<file path="config.mk">
export PLATFORM = sky130hd
export DESIGN_NAME = fifo_wr_arb
export DESIGN_NICKNAME = d
export VERILOG_FILES = /design/src/rtl/fifo_wr_arb.sv
export SDC_FILE = /design/constraint.sdc
export NUM_CORES = 1
export LEC_CHECK = 0
export CELL_PAD_IN_SITES_DETAIL_PLACEMENT = 0
export CELL_PAD_IN_SITES_GLOBAL_PLACEMENT = 1
export CORE_MARGIN = 2
export CORE_UTILIZATION = 30
export CTS_CLUSTER_DIAMETER = 100
export DETAILED_ROUTE_END_ITERATION = 12
export PLACE_DENSITY_LB_ADDON = 0.1
export REMOVE_ABC_BUFFERS = 1
export SLEW_MARGIN = 20
export SYNTH_ARGS = -nofsm -noshare
export SYNTH_HDL_FRONTEND = slang
export SYNTH_SLANG_ARGS = --single-unit
</file>
<file path="constraint.sdc">
create_clock -name CLK -period 4.03 [get_ports CLK]
set_input_delay 0.806 -clock CLK [delete_from_list [all_inputs] [get_ports CLK]]
set_output_delay 0.806 -clock CLK [all_outputs]
set_load 0.03 [all_outputs]
</file>
<file path="src/rtl/fifo_wr_arb.sv">
// Two-requester round-robin write arbiter in front of an 8-deep fifo.
// Throttles on FULL/almostFULL so no write ever reaches a full fifo.
module fifo_wr_arb #(
  parameter int unsigned DW = 16,
  parameter int unsigned CW = 8
) (
  input  logic          CLK,
  input  logic          RST,
  input  logic          EN,
  input  logic          REQ0,
  input  logic [DW-1:0] DIN0,
  output logic          ACK0,
  input  logic          REQ1,
  input  logic [DW-1:0] DIN1,
  output logic          ACK1,
  input  logic          FIFO_FULL,
  input  logic          FIFO_AFULL,
  input  logic          FIFO_OVER,
  output logic          FIFO_WR,
  output logic [DW-1:0] FIFO_DIN,
  output logic          STALL,
  output logic [CW-1:0] CNT0,
  output logic [CW-1:0] CNT1,
  output logic          ERR
);

  typedef enum logic [1:0] {StIdle, StArb, StStall} state_e;

  state_e state_q, state_d;
  logic   prio_q;
  logic   blk;
  logic   go;

  // A write already in flight consumes the last free slot.
  assign blk = FIFO_FULL | (FIFO_AFULL & FIFO_WR);
  assign go  = RST & EN & ~blk;

  assign ACK0 = go & REQ0 & (~REQ1 | ~prio_q);
  assign ACK1 = go & REQ1 & (~REQ0 | prio_q);

  assign STALL = (state_q == StStall);

  always_comb begin
    state_d = StArb;
    if (!EN) begin
      state_d = StIdle;
    end else if (blk) begin
      state_d = StStall;
    end
  end

  always_ff @(posedge CLK) begin
    if (!RST) begin
      state_q  <= StIdle;
      prio_q   <= 1'b0;
      FIFO_WR  <= 1'b0;
      FIFO_DIN <= '0;
      CNT0     <= '0;
      CNT1     <= '0;
      ERR      <= 1'b0;
    end else begin
      state_q <= state_d;
      FIFO_WR <= ACK0 | ACK1;
      if (ACK0) begin
        FIFO_DIN <= DIN0;
        prio_q   <= 1'b1;
        CNT0     <= CNT0 + CW'(1);
      end else if (ACK1) begin
        FIFO_DIN <= DIN1;
        prio_q   <= 1'b0;
        CNT1     <= CNT1 + CW'(1);
      end
      if (FIFO_OVER) begin
        ERR <= 1'b1;
      end
    end
  end

endmodule

</file>
==> results_dict.tcl <==
set metrics [dict create \
    drive_above_1_share 0.0558 \
    synth_seq_cells 37 \
    grt_pass1_wl_um 6780 \
    die_x_um 77.1 \
    postCtsSetupBuffers 0 \
    ant_nets 0 \
    cts_hold_buf 0 \
    max_slew.worst_pin.slew_ns 0.989 \
    ys_warn_count 0 \
    cts_root_buf "clkbuf_8" \
    antenna_cells 0 \
    cp.required_ns 3.22 \
    hold_class "reg2reg" \
    post-route-min-period_ns 3.27 \
    worstPathMaxFanout 18 \
    wirelength_um 4120 \
    drc 0 \
    grt_overflow_total 0 \
    setup_tns_ns 0 \
    slew_headroom 0.338 \
    p_leak_uw 0.000974 \
    core_area_um2 5140 \
    io_buffers 76 \
    peakVddDrop_mv 0.141 \
    postSynthCellCount 194 \
    cts_num_sinks 37 \
    finalHoldViolCount 0 \
    synth_flop_cell "dfxtp_1" \
    grt_max_degree 34 \
    crit_slowest_cell "clkdlybuf4s50_1" \
    fill_cells 556 \
    clock_path_buffers 2 \
    cts_buffers 5 \
    setup_viol 0 \
    dr_total_vias 1551 \
    synth_edf_count 0 \
    firstDrtPassIters 4 \
    ctsResizeCount 0 \
    cts-htree-levels 2 \
    synthArstFlopShare 0 \
    outcome "finished, final reports clean" \
    final_common_cell "clkdlybuf4s50_1" \
    drt-wirelength-per-cell_um 12.2 \
    fmax_ghz 0.306 \
    netlist_area_um2 1600 \
    drv_slew 0 \
    yosysUniqueCellTypes 35 \
    hpwlAfterDp_um 2890 \
    cp.arrival_ns 2.47 \
    layout.nets 310 \
    place.gp.congestion 0.709 \
    start_util 0.312 \
    final_cell_mix "clkdlybuf4s50_1 (74), nand2_1 (44), dfxtp_1 (37)" \
    start_kind "input pin" \
    clk_pin_slew_ns 0.07 \
    timing.final.crit_share 0.812 \
    final_util 0.493 \
    cp-end-kind "output port" \
    clk-insertion-delay-late_ns 0.29 \
    avgViaCountPerCell 4.58 \
    io_pins 77 \
    drtIter0Drc 51 \
    rsz0062_at_grt "no" \
    cts_tree "yes" \
    syn_area_per_cell_um2 8.26 \
    grt_usage 0.143 \
    grt_antenna_before_repair 0 \
    ys_seq_area_frac 0.462 \
    num_rows 26 \
    grt_pass1_vias 1507 \
    skew_ns 0.00551 \
    crit_type "in2out" \
    p_total_uw 834 \
    crit_chain "clkdlybuf4s50_1, a21bo_1, nor3_4, buf_4" \
    die_y_um 77.1 \
    syn2layout_area_growth_pct 58.0 \
    dieArea_um2 5940 \
    drv_cap 0 \
    p_per_area_nw_per_um2 329 \
    cpPeakStageDelay_ns 0.54 \
]
-- state kept, by name, summed over array words and instances (netlist names) --
register / flops
FIFO_DIN: 16
CNT0: 8
prio_q: 1
state_q: 2
FIFO_WR: 1
CNT1: 8
ERR: 1
-- final cells by class --
type / instances / area (µm²) / share of cell area
Multi-Input combinational cell: 143 / 806 / 0.318
Clock inverter: 1 / 30.0 / 0.0119
Inverter: 3 / 11.3 / 0.00445
Clock buffer: 7 / 86.3 / 0.0341
Timing Repair Buffer: 78 / 771 / 0.304
Sequential cell: 37 / 741 / 0.292
Tap cell: 70 / 87.6 / 0.0346
-- cell usage after synthesis, types with 2 or more instances --
cell / number / area (µm²)
a21oi_1: 8 / 40.0
a31oi_1: 16 / 100
and2_1: 4 / 25.0
and3_1: 2 / 12.5
buf_2: 2 / 10.0
clkbuf_1: 8 / 30.0
dfxtp_1: 37 / 741
ha_1: 2 / 25.0
inv_1: 3 / 11.3
mux2i_1: 6 / 60.1
nand2_1: 44 / 165
nand2b_1: 4 / 25.0
nand3_1: 4 / 20.0
nand4_1: 2 / 12.5
nor2_1: 9 / 33.8
nor4_1: 2 / 12.5
o21ai_0: 19 / 95.1
or3_1: 3 / 18.8
xnor2_1: 3 / 26.3
-- power breakdown --
part / leakage (µW) / switching [µW] / internal, µW
clock: 0.0000585 / 127 / 202
sequential: 0.000300 / 5.37 / 376
combinational: 0.000615 / 59.9 / 63.2
-- path summary, 6_finish.rpt --
kind,slack [ns],end,depth (start not counted),from
worst max-delay path,0.76,ACK0,4,REQ0
worst min-delay path,0.46,ERR,2,ERR
worst max register to register,2.20,CNT1[7],4,FIFO_WR
worst min register to register,0.46,ERR,2,ERR
-- routing by layer --
metal  global-route usage  wire [µm]  vias up
li1                     -          -      823
met1                0.170       1850      669
met2                0.233       1900       52
met3               0.0518        303        7
met4               0.0589         69        0
met5                    0          0        -
-- stage by stage --
| stage | instance area, µm² | instances | worst slack [ns] | hold WS, ns |
|---|---|---|---|---|
| finish | 2530 | 339 | 0.757 | 0.464 |
| detailed placement | 2420 | 331 | 0.744 | 0.456 |
| global placement | 2420 | 331 | 0.784 | 0.447 |
| global route | 2530 | 339 | 0.622 | 0.492 |
| floorplan | 1550 | 183 | 1.56 | 0.490 |
| CTS | 2530 | 339 | 0.741 | 0.473 |
-- critical path, delay by kind of cell --
kind	cells	cell delay [ns]
AO/OA/AOI/OAI	1	0.46
buffers and inverters	2	0.77
AND/OR/NAND/NOR	1	0.43
-- kinds of logic after synthesis --
| group | after synthesis | synth area share |
|---|---|---|
| compound gates | 50 | 0.183 |
| xor+xnor | 3 | 0.0164 |
| fa+ha+maj | 2 | 0.0156 |
| buf+inv | 14 | 0.0390 |
| flops | 37 | 0.462 |
| mux | 6 | 0.0375 |
| simple gates | 82 | 0.246 |
No activity file was read; power rests on OpenSTA's default activity.
